<file path="src/rtl/uart_rx_wb_pkg.sv">
// Shared constants for the UART receiver: register map, STATUS bit positions
// and receive FSM states.
package uart_rx_wb_pkg;

    localparam logic ADDR_DATA   = 1'b0;
    localparam logic ADDR_STATUS = 1'b1;

    localparam int STAT_OVERRUN   = 7;
    localparam int STAT_FRAME_ERR = 6;
    localparam int DATA_VALID     = 8;

    typedef enum logic [1:0] {
        ST_IDLE  = 2'd0,
        ST_START = 2'd1,
        ST_DATA  = 2'd2,
        ST_STOP  = 2'd3
    } rx_state_t;

endpackage

</file>
<file path="src/rtl/uart_rx_wb_sync_fifo.sv">
// Small synchronous FIFO with extra-MSB pointers; a push into a full FIFO is
// accepted only when a pop happens in the same cycle.
module sync_fifo #(
    parameter int WIDTH = 8,
    parameter int DEPTH = 4
) (
    input  logic                     clk,
    input  logic                     rst_n,
    input  logic                     push,
    input  logic                     pop,
    input  logic [WIDTH-1:0]         din,
    output logic [WIDTH-1:0]         dout,
    output logic                     full,
    output logic                     empty,
    output logic [$clog2(DEPTH):0]   count
);
    localparam int AW = $clog2(DEPTH);
    localparam logic [AW:0] DEPTH_L = (AW+1)'(DEPTH);

    logic [WIDTH-1:0] mem [DEPTH];
    logic [AW:0]      wr_ptr;
    logic [AW:0]      rd_ptr;
    logic             do_push;
    logic             do_pop;

    assign count   = wr_ptr - rd_ptr;
    assign full    = (count == DEPTH_L);
    assign empty   = (wr_ptr == rd_ptr);
    assign do_pop  = pop & ~empty;
    assign do_push = push & (~full | pop);
    assign dout    = mem[rd_ptr[AW-1:0]];

    always_ff @(posedge clk or negedge rst_n) begin
        if (!rst_n) begin
            wr_ptr <= '0;
            rd_ptr <= '0;
        end else begin
            if (do_push) wr_ptr <= wr_ptr + 1'b1;
            if (do_pop)  rd_ptr <= rd_ptr + 1'b1;
        end
    end

    always_ff @(posedge clk) begin
        if (do_push) mem[wr_ptr[AW-1:0]] <= din;
    end

endmodule

</file>
<file path="src/rtl/uart_rx_wb.sv">
// 8N1 UART receiver with a receive FIFO, read by the CPU through a
// Wishbone-classic slave with DATA and STATUS registers.
module uart_rx_wb
    import uart_rx_wb_pkg::*;
#(
    parameter int DIVISOR    = 16,
    parameter int FIFO_DEPTH = 4
) (
    input  logic        CLK,
    input  logic        RST_N,
    input  logic        RX,
    input  logic        wb_cyc,
    input  logic        wb_stb,
    input  logic        wb_we,
    input  logic        wb_adr,
    input  logic [31:0] wb_dat_i,
    output logic [31:0] wb_dat_o,
    output logic        wb_ack,
    output logic        irq
);
    localparam int DW = $clog2(DIVISOR);
    localparam int CW = $clog2(FIFO_DEPTH) + 1;
    localparam logic [DW-1:0] DIV_HALF = DW'(DIVISOR/2 - 1);
    localparam logic [DW-1:0] DIV_FULL = DW'(DIVISOR - 1);

    logic            rx_meta;
    logic            rx_sync;
    rx_state_t       state;
    logic [DW-1:0]   div_cnt;
    logic [2:0]      bit_cnt;
    logic [7:0]      shreg;
    logic            push_q;
    logic            ferr_q;
    logic            tick;

    logic [7:0]      fifo_dout;
    logic            fifo_full;
    logic            fifo_empty;
    logic [CW-1:0]   fifo_count;

    logic            overrun;
    logic            frame_err;
    logic            pop_pend;
    logic            wb_req;
    logic            stat_wr;
    logic [31:0]     rd_data;
    logic [31:0]     cnt_ext;
    logic [3:0]      cnt_sat;
    logic            unused_dat;

    assign unused_dat = ^{wb_dat_i[31:8], wb_dat_i[5:0]};

    always_ff @(posedge CLK or negedge RST_N) begin
        if (!RST_N) begin
            rx_meta <= 1'b1;
            rx_sync <= 1'b1;
        end else begin
            rx_meta <= RX;
            rx_sync <= rx_meta;
        end
    end

    assign tick = (div_cnt == '0);

    // Sampling happens mid-bit: START waits half a bit, every later bit a full one.
    always_ff @(posedge CLK or negedge RST_N) begin
        if (!RST_N) begin
            state   <= ST_IDLE;
            div_cnt <= '0;
            bit_cnt <= '0;
            shreg   <= '0;
            push_q  <= 1'b0;
            ferr_q  <= 1'b0;
        end else begin
            push_q <= 1'b0;
            ferr_q <= 1'b0;
            case (state)
                ST_IDLE: begin
                    if (!rx_sync) begin
                        div_cnt <= DIV_HALF;
                        state   <= ST_START;
                    end
                end
                ST_START: begin
                    if (tick) begin
                        if (!rx_sync) begin
                            state   <= ST_DATA;
                            div_cnt <= DIV_FULL;
                            bit_cnt <= '0;
                        end else begin
                            state <= ST_IDLE;
                        end
                    end else begin
                        div_cnt <= div_cnt - 1'b1;
                    end
                end
                ST_DATA: begin
                    if (tick) begin
                        shreg[bit_cnt] <= rx_sync;
                        div_cnt        <= DIV_FULL;
                        if (bit_cnt == 3'd7) state <= ST_STOP;
                        else                 bit_cnt <= bit_cnt + 1'b1;
                    end else begin
                        div_cnt <= div_cnt - 1'b1;
                    end
                end
                ST_STOP: begin
                    if (tick) begin
                        push_q <= rx_sync;
                        ferr_q <= ~rx_sync;
                        state  <= ST_IDLE;
                    end else begin
                        div_cnt <= div_cnt - 1'b1;
                    end
                end
                default: state <= ST_IDLE;
            endcase
        end
    end

    sync_fifo #(
        .WIDTH (8),
        .DEPTH (FIFO_DEPTH)
    ) u_fifo (
        .clk   (CLK),
        .rst_n (RST_N),
        .push  (push_q),
        .pop   (pop_pend),
        .din   (shreg),
        .dout  (fifo_dout),
        .full  (fifo_full),
        .empty (fifo_empty),
        .count (fifo_count)
    );

    assign wb_req  = wb_cyc & wb_stb & ~wb_ack;
    assign stat_wr = wb_req & wb_we & (wb_adr == ADDR_STATUS);
    assign cnt_ext = 32'(fifo_count);
    assign cnt_sat = (cnt_ext > 32'd15) ? 4'hf : cnt_ext[3:0];

    always_comb begin
        rd_data = '0;
        if (wb_adr == ADDR_STATUS) begin
            rd_data[STAT_OVERRUN]   = overrun;
            rd_data[STAT_FRAME_ERR] = frame_err;
            rd_data[3:0]            = cnt_sat;
        end else if (!fifo_empty) begin
            rd_data[DATA_VALID] = 1'b1;
            rd_data[7:0]        = fifo_dout;
        end
    end

    // Data is captured on the request cycle; the pop lands on the ack cycle.
    always_ff @(posedge CLK or negedge RST_N) begin
        if (!RST_N) begin
            wb_ack    <= 1'b0;
            wb_dat_o  <= '0;
            pop_pend  <= 1'b0;
            overrun   <= 1'b0;
            frame_err <= 1'b0;
            irq       <= 1'b0;
        end else begin
            wb_ack    <= wb_req;
            wb_dat_o  <= (wb_req & ~wb_we) ? rd_data : '0;
            pop_pend  <= wb_req & ~wb_we & (wb_adr == ADDR_DATA) & ~fifo_empty;
            overrun   <= (push_q & fifo_full & ~pop_pend) |
                         (overrun & ~(stat_wr & wb_dat_i[7]));
            frame_err <= ferr_q | (frame_err & ~(stat_wr & wb_dat_i[6]));
            irq       <= (fifo_count != '0);
        end
    end

endmodule

</file>
<file path="config.mk">
export PLATFORM = sky130hd
export DESIGN_NAME = uart_rx_wb
export DESIGN_NICKNAME = d
export VERILOG_FILES = /design/src/rtl/uart_rx_wb_pkg.sv /design/src/rtl/uart_rx_wb_sync_fifo.sv /design/src/rtl/uart_rx_wb.sv
export SDC_FILE = /design/constraint.sdc
export NUM_CORES = 1
export LEC_CHECK = 0
export ABC_AREA = 1
export BUFFER_PORTS_ARGS = -buffer_cell sky130_fd_sc_hd__buf_2
export CAP_MARGIN = 10
export CORE_MARGIN = 2
export CORE_UTILIZATION = 59
export DETAILED_ROUTE_END_ITERATION = 10
export PLACE_DENSITY = 0.94
export SLEW_MARGIN = 25
export SYNTH_ARGS = -nofsm -noshare
export SYNTH_HDL_FRONTEND = slang
export SYNTH_SLANG_ARGS = --single-unit
export TNS_END_PERCENT = 1
</file>
<file path="constraint.sdc">
create_clock -name CLK -period 6.6 [get_ports CLK]
set_input_delay 0.33 -clock CLK [delete_from_list [all_inputs] [get_ports CLK]]
set_output_delay 0.33 -clock CLK [all_outputs]
set_load 0.005 [all_outputs]
</file>
**Word level (Yosys, flattened, before mapping)**

Memory sizes are Yosys's and may differ from the RTL's.
Cells that the tools add are included.

- Bits in writable memories: 32
- Output and inout port bits: 34
- Bits of input ports: 39
- Latch bits: 0
- Word-level logic and storage cells: 110
- Bits in registers: 41
- Bits in read-only memories: 0
- Memories: 1

- Add/subtract/negate cells: 5
- $lt $le $gt $ge: 3
- Shift operators: 0
- Reductions and logical operators: 9
- Multipliers: 0
- Bitwise operators: 27
- Muxes and demuxes: 34
- Div/mod/pow operators: 0
- Equal/unequal tests: 15

Memory list:

| name | depth | width | rd ports | clocked after Yosys merged registers in | write ports | line | RTL |
|---|---|---|---|---|---|---|---|
| u_fifo.mem | 4 | 8 | 1 | 0 | 1 | uart_rx_wb_sync_fifo.sv:20 | `logic [WIDTH-1:0] mem [DEPTH];` |

Operators by type and width:

| operator | count |
|---|---|
| $mux 4 | 7 |
| $mux 9 | 2 |
| $mux 2 | 8 |
| $ne 2x2->1 const B | 8 |
| $pmux 4 s4 | 1 |
| $and 1x1->1 | 15 |
| $mux 3 | 4 |
| $reduce_and 5->1 | 2 |
| $add 3x1->3 const B | 3 |
| $not 1->1 | 9 |
| $bwmux 8 | 1 |
| $mux 1 | 8 |
| $pmux 2 s4 | 1 |
| $eq 3x3->1 const B | 2 |
| $pmux 3 s2 | 1 |
| $eq 2x2->1 const B | 2 |
| $gt 3x4->1 const B | 1 |
| $logic_not 4->1 | 1 |
| $lt 3x4->1 const B | 1 |
| $sub 4x1->4 const B | 1 |
| $demux 1 s3 | 1 |
| $eq 3x3->1 | 1 |
| $ge 3x1->1 const B | 1 |
| $ne 3x3->1 const B | 1 |
| 9 further kinds | 11 |

**Logic depth before layout (Yosys ltp)**

Gate-level depths: netlist of run 1.

- Word-level depth: 8
- Gate-level depth with buffers: 9

**By module**

From an unflattened synthesis of run 1, not the netlist that was laid out.

- Cell total of the unflattened synthesis: 369
- Area total of the unflattened synthesis: 3618.5 sq um

Modules (own cells, without submodules):

| module | cells each | area each (sq um) | instances |
|---|---|---|---|
| uart_rx_wb | 231 | 1936.9 | 1 |
| sync_fifo | 138 | 1681.6 | 1 |

**Least setup slack after synthesis of run 1**

No wires, ideal clock.

- Path kind: reg-to-reg
- Start: reg u_fifo.wr_ptr[0]
- End: mem u_fifo.mem[0][0], enable pin
- Cell stages (with the launch flop): 9
- Clock period less this slack: 2205 ps
- Data required time: 6229 ps
- Path slack: 4395 ps
- Arrival time: 1834 ps
- Path through: dfrtp_1 inv_1 ha_1 fa_1 nand2_1 nor2_1 nand3_4 nand2_4 nor2_1

- Longest elaborated chain between the ends: 7

RTL lines:

| item | line | RTL |
|---|---|---|
| start, declared | uart_rx_wb_sync_fifo.sv:21 | `logic [AW:0] wr_ptr;` |
| start signal, assigned | uart_rx_wb_sync_fifo.sv:38 | `if (do_push) wr_ptr <= wr_ptr + 1'b1;` |
| $sub 3x3->3 | uart_rx_wb_sync_fifo.sv:26 | `assign count = wr_ptr - rd_ptr;` |
| $eq 3x3->1 | uart_rx_wb_sync_fifo.sv:27 | `assign full = (count == DEPTH_L);` |
| $not 1->1 | uart_rx_wb_sync_fifo.sv:30 | `assign do_push = push & (~full \| pop);` |
| $or 1x1->1 | uart_rx_wb_sync_fifo.sv:30 |  |
| $and 1x1->1 | uart_rx_wb_sync_fifo.sv:30 |  |
| $mux 1 | uart_rx_wb_sync_fifo.sv:44 | `if (do_push) mem[wr_ptr[AW-1:0]] <= din;` |
| $mux 1 (not written as such) | uart_rx_wb_sync_fifo.sv:44 |  |
| end, declared | uart_rx_wb_sync_fifo.sv:20 |  |

Several ways; a longest one is shown, not always the timed one.

**Worst setup path in the final report of run 1**

- Start: reg u_fifo.rd_ptr[0]
- End: mem u_fifo.mem[2][3], enable pin

- Longest elaborated chain between the ends: 7

RTL lines:

| item | line | RTL |
|---|---|---|
| start, declared | uart_rx_wb_sync_fifo.sv:22 | `logic [AW:0] rd_ptr;` |
| start signal, assigned | uart_rx_wb_sync_fifo.sv:39 | `if (do_pop) rd_ptr <= rd_ptr + 1'b1;` |
| $sub 3x3->3 | uart_rx_wb_sync_fifo.sv:26 |  |
| $eq 3x3->1 | uart_rx_wb_sync_fifo.sv:27 |  |
| $not 1->1 | uart_rx_wb_sync_fifo.sv:30 |  |
| $or 1x1->1 | uart_rx_wb_sync_fifo.sv:30 |  |
| $and 1x1->1 | uart_rx_wb_sync_fifo.sv:30 |  |
| $mux 1 | uart_rx_wb_sync_fifo.sv:44 |  |
| $mux 1 (not written as such) | uart_rx_wb_sync_fifo.sv:44 |  |

No other way between the ends.

==> summary by stage, run 1 <==
Place
Detailed placement finished with a half-perimeter wire length of 4440 um. Buffers placed on the I/O ports in this run total 19. At the end of routability-driven placement, the weighted congestion stood at 0.841. At the placement stage, the worst setup path has a slack of 3.76 ns. The total instance count after detailed placement is 451.

Layout
The post-layout utilization of the core is 0.650. Counting the fill cells in the layout gives 431. The layout overhead on the synthesized area is 7.52%. 0 antenna diodes ended up in the layout. The final layout contains 443 nets. The finished layout holds 467 standard cells, fillers aside. In the final layout, the share of cells above drive strength 1 is 0.156.

CTS
The deepest level of the CTS H-tree is 3. No sink is reached through more buffers than the 2 on the longest clock path. The clock-pin transition on the worst setup and hold timing paths is 0.09 ns. CTS placed an instance of clkbuf_8 at the clock tree root.

The insertion delay of the later-clocked pin in the worst-skew pair is 0.35 ns. In this run, post-CTS repair resized a total of 0 instances. TritonCTS created 9 clock buffers. The clock sink count is 73. TritonCTS built the clock tree.

Global routing
The number of global-route vias before repair was 2,445. The global-route congestion overflow total is 0. The number of antenna violations at the first check in global routing is 0. Entering global routing, the biggest net connects 42 pins. For this run, the total global-route usage over all layers was measured as 0.217.

The first-pass GRT wire length is 10,700 um.

STA
The worst pin sits at a relative slew slack of 0.462. For the pin with the worst max-slew slack, the measured transition is 0.803 ns. Setup violations remaining at the end of the flow were counted as 0.

Setup total negative slack on the finished layout was measured at 0 ns. The final cycle utilization of the critical path is 0.438. The clock period could shrink to 2.89 ns. Timing would allow up to 0.346 GHz. Setup repair after global routing left no endpoint under its margin. The worst clock skew is 0.0124 ns. In the post-route analysis, the smallest setup slack over all paths is 3.71 ns.

The number of failing hold endpoints at the final stage is 0. The final number of max-transition violations is 0.

Logic synthesis
Synthesis handed over a netlist of 363 instances. In this run the cell area of the synthesized design comes to 3560 um^2. Of the synthesized area, sequential elements account for 0.559. In this run, synthesis produced a sequential element count of 73.

Averaged over all synthesized cells, the footprint is 9.81 um^2. The async set or reset register ratio after synthesis is 0.562. In this run, synthesis inferred 32 flip-flops with an integrated enable.

The number of different library cells used by synthesis comes to 33. Among all flip-flop cells after synthesis, the most frequent one is dfrtp_1. The total number of yosys warnings is 0.

Pwr
The worst vdd rail ir drop is 0.212 mV. The power density over cell area is 325 nW/um^2. The total power is 1250 uW. In this run the static leakage power is 0.00195 uW.

Die
Measured along the x axis, the die boundary spans 81.7 um. In this run the vertical extent of the chip is 81.7 um. The floorplan step defined a die boundary enclosing 6670 um^2. Row generation in the floorplan step produced 28 rows.

The placeable core region is 5890 um^2. During I/O placement, the number of pins put on the boundary was 73. For this configuration, the core starts out at a cell density of 0.605.

Critical path
The peak fanout along the critical path is 19. Following the worst setup path forward leads to its endpoint at u_fifo.mem[2][3]. The worst setup path is of the register to register kind. The worst flop-to-flop path endpoint is u_fifo.mem[2][3]. The number of cells on the worst reg-to-reg path is 7. The startpoint identified for the worst register-to-register timing path is u_fifo.rd_ptr[0]. The worst endpoint data arrival time is 2.86 ns. STA puts the critical path data required time at 6.57 ns. The start point of the critical path is u_fifo.rd_ptr[0]. STA classifies the critical path startpoint as a register. The sort of element at the end of the critical path is a register.

The worst register-to-register path has a setup slack of 3.71 ns.

Drt
The number of optimization iterations in the first detailed-route pass is 4. The overall via count from detail_route is 2,450. The detailed router's first-iteration violation count is 163. The detail route stage leaves a number of antenna-violating nets equal to 0.

The post-detailed-route DRC marker count is 0. Dividing the detail-routed wire length by the instance count gives 13.9 um. The sum of routed wire length over all layers is 6500 um. The detail-routed via count per cell is 5.25.

Worst hold path
The type of the worst min-delay path is primary input to register.

Run status
The run finished with clean final reports.

Flow run
Across the run, the number of max-cap violations was 0.
## cells by family after synthesis
| group | share of synthesized area |
|---|---|
| and+or+nand+nor | 0.212 |
| AOI/OAI and AO/OA | 0.0548 |
| DFF | 0.559 |
| other | 0.00105 |
| xor gates and xnor gates | 0.0123 |
| adders and majority gates | 0.0583 |
| buffers and inverters | 0.103 |
## cells in the final DEF (no fill, tap or decap), drive strengths merged, types with 15 or more instances in the layout
master	instances
edfxtp	32
nand2	94
ha	15
nand3	26
nor2	34
dfrtp	39
o21ai	24
buf	19
inv	43
conb	23
## how the worst min path moves through the flow
stage	from	endpoint	slack, ns	cells after the start
after floorplan	RST_N	async pin	0.03	0
after global routing	RX	rx_meta	0.06	1
after global placement	rx_meta	rx_sync	0.35	0
final	RX	rx_meta	0.08	1
after CTS	RX	rx_meta	0.07	1
after detailed placement	rx_meta	rx_sync	0.35	0
## sequential cells by signal, summed over array words and instances, names as in the netlist, 3 cells and up, named ones only
register / flops
wb_dat_o: 9
u_fifo.mem: 32
u_fifo.wr_ptr: 3
u_fifo.rd_ptr: 3
bit_cnt: 3
shreg: 8
div_cnt: 4
## routing by layer
layer  vias to the layer above  part of all wire  wire [um]  track usage
met2                        67              0.54       3480        0.401
met1                      1197              0.40       2580        0.236
met5                         -                 0          0            0
met3                        14             0.052        337       0.0549
li1                       1172                 -          -            -
met4                         0             0.015         99       0.0883
## critical path: stages (launching register included)
cell and delay, ns:
dfrtp_1 0.63, ha_1 0.36, fa_1 0.54, nand2_1 0.09, nor2_1 0.06, nand3_4 0.12, nand2_4 0.09, nor2_1 0.62
## cell type report
class	count	area (um^2)	share of cell area
sequential	73	1990	0.520
multi-input combinational	242	1290	0.336
inverter	42	158	0.0412
clock buffer	9	124	0.0324
timing repair buffer	20	108	0.0281
tap	75	93.8	0.0245
clock inverter	6	68.8	0.0180
## where the power goes
group | switching, uW | internal (uW) | leakage (uW) | total (uW)
Combinational | 221 | 121 | 0.00102 | 342
Clock | 172 | 174 | 0.0000957 | 347
Sequential | 42.9 | 514 | 0.000832 | 557
## Yosys cell counts (2+ instances only)
library cell  instances  share of area
nand2_4               4          0.013
inv_1                35          0.037
dfrtp_1              39           0.27
nand2_1              85          0.090
o21ai_0              15          0.021
inv_2                 7         0.0074
o21ai_1               8          0.011
nand3_1              24          0.034
buf_2                 2         0.0028
a21oi_1               8          0.011
nor2_1               31          0.033
dfstp_2               2          0.015
ha_1                 15          0.053
xor2_1                5          0.012
buf_4                25          0.053
nand4_1               6          0.011
nand2_2               5         0.0088
edfxtp_1             32           0.27
## metrics by stage
stage               hold WS, ns  cell area [um^2]
floorplan                0.0344              3640
finish                   0.0804              3830
detailed placement        0.348              3620
global placement          0.347              3620
global route             0.0616              3830
CTS                      0.0684              3810
## repair_timing
item                                   CTS  global route
endpoints found under the hold margin    0             5
buffers inserted                         0             0
hold buffers                             0             1
No activity file was read; power rests on OpenSTA's default activity.
==> inputs of run 2 (changes only) <==
Settings changed: ABC_AREA 1 to 0, CORE_UTILIZATION 59 to 49, PLACE_DENSITY 0.94 to 0.85.
Clock period 6.6 ns to 2.5 ns, I/O delays scaled along.
==> summary by stage, run 2 <==
Run status
The flow ran to the end, and the final reports show no timing, DRC or antenna violations.

Global routing
The number of antenna violations at the first check in global routing is 0 (unchanged). The global-route congestion overflow total came to 0 (unchanged). The first-pass GRT wire length is 9190 um (-14%).

The number of global-route vias before repair is 2,028 (-17%). The overall track demand over capacity in global routing is 0.158 (-0.0587). The pin count of the biggest net entering global routing is 42 (unchanged).

Layout
The number of nets in the final layout is 349 (-21%). From synthesis to final layout, the design area changed by 11.2%. The flip-flop count of the largest register, all copies and words added is 32 (unchanged).

Leaving out fill and tap cells, the most frequent cells in the layout are dfrtp_1 (39), edfxtp_1 (32), conb_1 (23). The final design instance area without fill is 3870 um^2 (+1.0%). The count of inserted antenna diode cells is 0 (unchanged). The fraction of layout instances using a drive strength above 1 is 0.231 (+0.0752). The most common cell after layout, fill and taps aside is dfrtp_1.

Logic synthesis
The number of distinct standard cells referenced by the synthesized netlist was 57 (+73%). The number of standard cells after synthesis is 260 (-28%). The mean area per synthesized cell is 13.4 um^2 (+36%). The largest area contributor in the netlist is dfrtp_1.

Among all cell types in the netlist, the one instantiated most often is dfrtp_1. The area of the mapped netlist was 3480 um^2 (-2.3%). The total number of yosys warnings was 0 (unchanged). The share of the synthesized area in the top cell type came to 0.281 (+0.00641). In the synthesized netlist, the cells that appear most often are dfrtp_1 (39), edfxtp_1 (32), buf_4 (23).

The async set or reset register ratio after synthesis was 0.562 (unchanged). The number of synthesized flops with an enable pin is 32 (unchanged). Among all flip-flop cells after synthesis, the most frequent one is dfrtp_1. The register area share after synthesis was 0.572 (+0.0131). By area the synthesized netlist is led by dfrtp_1 (28%), edfxtp_1 (28%), ha_1 (5.4%), mux4_2 (5.2%), buf_4 (5.0%). The synthesized flop and latch total came to 73 (unchanged).

STA
Setup repair after global routing left no endpoint under its margin. The minimum clock period after layout came to 2.29 ns (-0.604 ns). The worst clock skew is 0.00977 ns (-0.00267 ns). The final number of max-transition violations was 0 (unchanged). The setup total negative slack is 0 ns (unchanged). The maximum clock frequency is 0.437 GHz (+26%). The number of failing hold endpoints at the final stage is 0 (unchanged). The final setup violation count was 0 (unchanged). The final cycle utilization of the critical path is 0.916 (+0.477). The worst slew slack as a fraction of its limit is 0.408 (-0.0541). The slew of the pin with the lowest slew margin is 0.888 ns (+0.0840 ns).

Critical path
The endpoint required time on the critical path is 2.54 ns (-4.03 ns). The sort of element at the end of the critical path is a register. The critical path ends at u_fifo.mem[2][1].

The start of the worst register-to-register path is u_fifo.wr_ptr[0]. The path depth of the worst reg2reg path is 7 (unchanged). The worst flop-to-flop path endpoint is u_fifo.mem[2][1].

In this run the worst setup path begins at u_fifo.wr_ptr[0]. The startpoint class of the critical path is a register. The class of the most critical setup path is register to register.

The register-to-register path setup slack is 0.21 ns (-3.50 ns). The peak fanout along the critical path is 8 (-11). The worst endpoint data arrival time is 2.33 ns (-0.53 ns).

Die
The initial cell density of the core is 0.509 (-0.0956). The placeable core region is 6830 um^2 (+16%). The width of the die is 88.3 um (+8.1%).

The vertical die dimension is 88.3 um (+8.1%). The top-level I/O count was 73 (unchanged). The full die area came to 7790 um^2 (+17%). The standard-cell row count came to 30 (+7.1%).

Drt
The number of optimization iterations in the first detailed-route pass is 4 (unchanged). The detailed router's first-iteration violation count was 106 (-35%). The average routed wire per standard cell is 14.1 um (+1.6%).

The sum of routed wire length over all layers is 5580 um (-14%). The post-detailed-route DRC marker count came to 0 (unchanged). The residual antenna-violating net count after detailed routing came to 0 (unchanged). The detail-routed via count per cell is 5.19 (-0.98%). The overall via count from detail_route is 2,052 (-16%).

CTS
The number of clock buffers inserted by TritonCTS was 9 (unchanged). The setup fix buffers added after clock tree synthesis is 0 (unchanged). The clock-pin transition on the worst setup and hold timing paths came to 0.08 ns (about the same). The insertion delay of the later-clocked pin in the worst-skew pair is 0.34 ns (about the same).

The clock sink count was 73 (unchanged). TritonCTS built the clock tree. The cell chosen for the clock root is clkbuf_8. The largest buffer count on any clock path is 2 (unchanged). The deepest level of the CTS H-tree is 3 (unchanged).

Place
The final estimated routing congestion in global placement is 0.852 (+1.3%). The cell area after placement was 3650 um^2 (+0.86%). The count of input and output buffers is 19 (unchanged). The detailed-placement wirelength estimate was 3890 um (-12%).

Pwr
The reported net switching power is 962 uW (+120%). The switching power as a share of total power came to 0.309 (-0.0413). The power density over cell area is 806 nW/um^2 (+150%). The sequential group share of total power is 0.468 (+0.021).

The combinational share of power is 0.251 (-0.023). The worst vdd rail ir drop was 0.552 mV (+160%). The static leakage is 0.00174 uW (-11%). The clock network power share came to 0.281 (+0.003).

The cell internal power dissipation is 2150 uW (+170%).

Flow run
The reported max-cap violation count was 0 (unchanged).

Worst hold path
The tightest min-delay check is of the primary input to register type. The hold path startpoint is wb_adr.
-- run 2: cell count changes after synthesis, sizes merged, moves of 10 or more --
cell   previous run  this run
inv              42        20
mux2              0        10
nor2             34        10
nand2            94         5
nand3            26         3
o21ai            24         7
-- run 2: cells by family (layout without fill, tap and decap cells) --
group	count (synthesis)	in the layout	synth area share
DFF	73	73	0.572
other	1	23	0.00108
buffers and inverters	51	68	0.0806
and+or+nand+nor	58	58	0.0996
AOI/OAI and AO/OA	36	36	0.0809
xor gates and xnor gates	6	6	0.0191
muxes	19	19	0.0871
adders and majority gates	16	16	0.0597
-- run 2: layout make-up --
class | count | area, um^2
multi-input combinational | 158 | 1290
sequential | 73 | 1990
fill | 566 | 2970
tap | 96 | 120
clock inverter | 7 | 68.8
inverter | 20 | 75.1
timing repair buffer | 32 | 198
clock buffer | 9 | 124
-- run 2: per-stage QoR --
stage / instances / hold WS (ns) / worst slack [ns] / utilization / power (uW)
4_1_cts: 395 / 0.0633 / 0.182 / 0.566 / 3140
6_report: 395 / 0.0869 / 0.211 / 0.566 / 3110
3_3_place_gp: 377 / 0.231 / 0.280 / 0.535 / 2210
3_5_place_dp: 377 / 0.231 / 0.232 / 0.535 / 2250
5_1_grt: 395 / 0.0859 / 0.0897 / 0.566 / 3330
2_1_floorplan: 282 / -0.171 / 0.235 / - / 2080
-- run 2: worst max-delay path, cell delays in order (launching register included) --
cell,delay (ns)
dfrtp_1,0.42
inv_1,0.11
ha_1,0.22
fa_1,0.48
xnor3_1,0.33
o21ai_2,0.13
nor2_1,0.12
buf_4,0.19
-- run 2: how the worst min path moves through the flow --
| stage | endpoint | depth (start not counted) |
|---|---|---|
| after floorplan | async pin | 0 |
| after global placement | rx_meta | 1 |
| after detailed placement | rx_meta | 1 |
| after CTS | wb_dat_o[6] | 3 |
| after global routing | wb_dat_o[7] | 3 |
| final | wb_dat_o[6] | 3 |
-- run 2: power by group through the flow --
stage               Clock (uW)  Combinational [uW]  Sequential (uW)
global route               957                 895             1480
CTS                        903                 779             1460
floorplan                    0                 635             1450
finish                     876                 781             1460
global placement             0                 737             1470
detailed placement           0                 771             1480
-- run 2: timing repair --
action                                 CTS  global route
gates resized for setup                  0             0
hold buffers                             2             0
endpoints found under the hold margin   40             0
-- run 2: per-layer routing --
metal | global-route usage | vias to the layer above | routed length [um] | part of all wire
met5 | 0 | - | 0 | 0
met3 | 0.0578 | 6 | 240 | 0.043
met4 | 0.0523 | 0 | 57 | 0.010
li1 | - | 976 | - | -
met1 | 0.188 | 1013 | 2450 | 0.44
met2 | 0.269 | 57 | 2830 | 0.51
==> inputs of run 3 (changes only) <==
Settings changed: GPL_ROUTABILITY_DRIVEN set to 0, SYNTH_HIERARCHICAL set to 1.
==> summary by stage, run 3 <==
Critical path
The worst endpoint data arrival time is 2.40 ns (+0.07 ns). The start of the worst register-to-register path is u_fifo/wr_ptr[0]. The class of the most critical setup path is register to register. The signal on the critical path passes through inv_1 > ha_1 > fa_1 > xnor3_2 > buf_4 > o311ai_2 > inv_1. The start point of the critical path is u_fifo/wr_ptr[0].

The sort of element at the end of the critical path is a register. The delay contributed by the slowest stage of the critical path is 0.38 ns (-0.10 ns). The peak fanout along the critical path is 8 (unchanged).

By instance count, the cell type seen most on the critical path is inv_1. STA classifies the critical path startpoint as a register. The critical path's slowest cell is fa_1. The endpoint required time on the critical path is 2.53 ns (about the same).

Global routing
The number of global-route vias before repair is 1,939 (-4.4%). The pin count of the biggest net entering global routing was 42 (unchanged). The first-pass GRT wire length is 9150 um (-0.45%).

The global-route congestion overflow total is 0 (unchanged). The overall track demand over capacity in global routing is 0.158 (-0.000420). The number of antenna violations at the first check in global routing is 0 (unchanged).

STA
The worst slew slack as a fraction of its limit came to 0.521 (+0.112). The number of failing hold endpoints at the final stage is 0 (unchanged). The final cycle utilization of the critical path is 0.945 (+0.0298). The setup total negative slack is 0 ns (unchanged).

The final number of max-transition violations is 0 (unchanged). The minimum clock period after layout is 2.36 ns (+0.0744 ns). The minimum hold slack is 0.0122 ns (-0.0746 ns). The maximum clock frequency is 0.423 GHz (-3.1%). The final setup violation count was 0 (unchanged).

Setup repair after global routing left no endpoint under its margin. The slew of the pin with the lowest slew margin is 0.716 ns (-0.171 ns). The worst clock skew is 0.00872 ns (-0.00105 ns).

CTS
The clock sink count is 73 (unchanged). The clock-pin transition on the worst setup and hold timing paths is 0.07 ns (about the same). The number of clock buffers inserted by TritonCTS is 9 (unchanged). The deepest level of the CTS H-tree came to 3 (unchanged). The largest buffer count on any clock path is 2 (unchanged).

The root buffer cell chosen for the clock tree is clkbuf_8. TritonCTS built the clock tree. The insertion delay of the later-clocked pin in the worst-skew pair was 0.34 ns (about the same).

Logic synthesis
The number of synthesized flops with an enable pin was 32 (unchanged). The register area share after synthesis is 0.575 (+0.00331). The most used flip-flop cell after synthesis is dfrtp_1. The xor-xnor portion of the synthesized cell area was 0.0195 (+0.000472).

The multiplexer share of the synthesized area is 0.0973 (+0.0103). The fraction of the mapped netlist area in adder cells is 0.0601 (+0.000346). The synthesized flop and latch total was 73 (unchanged).

The commonest cells after synthesis are dfrtp_1 (39), edfxtp_1 (32), buf_4 (24). The largest area contributor in the netlist is dfrtp_1. The async set or reset register ratio after synthesis is 0.562 (unchanged). The complex-gate fraction of the synthesized area is 0.0781 (-0.00279). The share of the synthesized area in the top cell type is 0.282 (+0.00162).

The number of distinct standard cells referenced by the synthesized netlist was 54 (-5.3%). The number of standard cells after synthesis is 249 (-4.2%). The basic-gate share of the synthesized area counting and, or, nand and nor cells is 0.0857 (-0.0139). The area of the mapped netlist is 3460 um^2 (-0.58%). In the post-synthesis netlist, the biggest area contributors are dfrtp_1 (28%), edfxtp_1 (28%), ha_1 (5.4%), buf_4 (5.2%), mux4_2 (5.2%).

The total number of yosys warnings was 6 (+6). The mean area per synthesized cell is 13.9 um^2 (+3.8%). After synthesis, the largest family of logic cells by area is multiplexers. The library cell with the highest instance count after synthesis is dfrtp_1.

Layout
The count of inserted antenna diode cells is 0 (unchanged). The top cell types in the final layout, fill and taps aside, are dfrtp_1 (39), edfxtp_1 (32), conb_1 (23). The final design instance area without fill is 3840 um^2 (-0.71%).

The post-layout utilization of the core is 0.565 (-0.000925). The library cell used most frequently in the layout, excluding fill and tap cells, is dfrtp_1. The final-layout fill cell count is 543 (-4.1%). The fraction of layout instances using a drive strength above 1 is 0.228 (-0.00318). The number of nets in the final layout is 340 (-2.6%). The layout overhead on the synthesized area is 11.0%. The flip-flop count of the largest register, all copies and words added is 32 (unchanged).

Flow run
The reported max-cap violation count came to 0 (unchanged).

Pwr
The clock network power share is 0.263 (-0.018). The reported net switching power is 981 uW (+2.0%). The cell internal power dissipation is 2130 uW (-1.2%). The combinational share of power is 0.268 (+0.017).

The worst vdd rail ir drop was 0.692 mV (+25%). The power density over cell area is 810 nW/um^2 (+0.53%). The sequential group share of total power is 0.470 (+0.002). The switching power as a share of total power is 0.316 (+0.00687). The static leakage is 0.00171 uW (-2.0%).

Drt
The post-detailed-route DRC marker count is 0 (unchanged). The residual antenna-violating net count after detailed routing is 0 (unchanged). The detail-routed via count per cell is 5.01 (-3.6%).

The detailed router's first-iteration violation count is 64 (-40%). The overall via count from detail_route is 1,934 (-5.8%). The average routed wire per standard cell came to 14.4 um (+2.0%). The number of optimization iterations in the first detailed-route pass is 4 (unchanged). The sum of routed wire length over all layers is 5560 um (-0.34%).

Place
The detailed-placement wirelength estimate is 3950 um (+1.4%). The count of input and output buffers is 19 (unchanged). The cell area after placement came to 3620 um^2 (-0.82%).

Worst hold path
In this run the worst hold path is classified as primary input to register. The hold path startpoint is wb_we.

Die
The full die area is 7750 um^2 (-0.55%). The placeable core region is 6790 um^2 (-0.55%). The standard-cell row count is 30 (unchanged).

The top-level I/O count is 73 (unchanged). The vertical die dimension is 88.0 um (-0.28%). The initial cell density of the core came to 0.509 (about the same).

The width of the die came to 88.0 um (-0.28%).

Run status
The flow ran to the end, and the final reports show no timing, DRC or antenna violations.
## run 3: final timing paths
check,cells after the start,to,slack [ns]
worst max-delay path,7,u_fifo/mem[3][3],0.14
worst min-delay path,2,wb_dat_o[8],0.01
worst max register to register,7,u_fifo/mem[3][3],0.14
worst min register to register,0,rx_sync,0.36
max in group asynchronous,2,rx_meta,1.83
min in group asynchronous,2,wb_dat_o[8],0.31
## run 3: routing by layer
metal,up-vias,part of all wire,global-route usage
met5,-,0,0
met4,0,0.0058,0.0441
met3,4,0.038,0.0528
met2,45,0.53,0.272
met1,948,0.42,0.191
li1,937,-,-
## run 3: metrics by stage
stage          total power [uW]  setup slack, ns  instances
2_1_floorplan              2110            0.326        271
3_5_place_dp               2310            0.110        367
5_1_grt                    3310          0.00664        386
6_report                   3110            0.137        386
4_1_cts                    3130           0.0917        386
3_3_place_gp               2260            0.172        367
## run 3: kinds of logic (layout without fill, tap and decap cells)
family / Yosys count / count (layout)
flip-flops: 73 / 73
AND/OR/NAND/NOR: 50 / 50
buffers and inverters: 50 / 69
AO/OA/AOI/OAI: 31 / 31
multiplexers: 22 / 22
adder cells (fa/ha/maj): 16 / 16
XOR/XNOR: 6 / 6
other: 1 / 23
## run 3: cell type report
cell class | count | area [um^2] | share of cell area
Sequential cell | 73 | 1990 | 0.518
Multi-Input combinational cell | 148 | 1270 | 0.330
Timing Repair Buffer | 32 | 203 | 0.0528
Clock buffer | 11 | 151 | 0.0394
Tap cell | 96 | 120 | 0.0313
Inverter | 21 | 78.8 | 0.0205
Clock inverter | 5 | 28.8 | 0.00750
## run 3: power by group through the flow
stage / logic (uW) / registers, uW / clock network [uW]
2_1_floorplan: 651 / 1460 / 0
3_5_place_dp: 826 / 1480 / 0
5_1_grt: 946 / 1470 / 889
3_3_place_gp: 783 / 1470 / 0
6_report: 832 / 1460 / 817
4_1_cts: 834 / 1460 / 841
## run 3: critical path: cells and delay by family, from the launching register on
family          cells  cell delay, ns
fa+ha+maj           2            0.59
buf+inv             3            0.53
flops               1            0.35
compound gates      1            0.32
xor+xnor            1            0.27
## run 3: timing repair
action	4_1_cts	5_1_grt
resized for setup	0	1
setup endpoints to repair	0	7
hold buffers	3	0
hold endpoints to repair	41	0
setup buffers	0	0
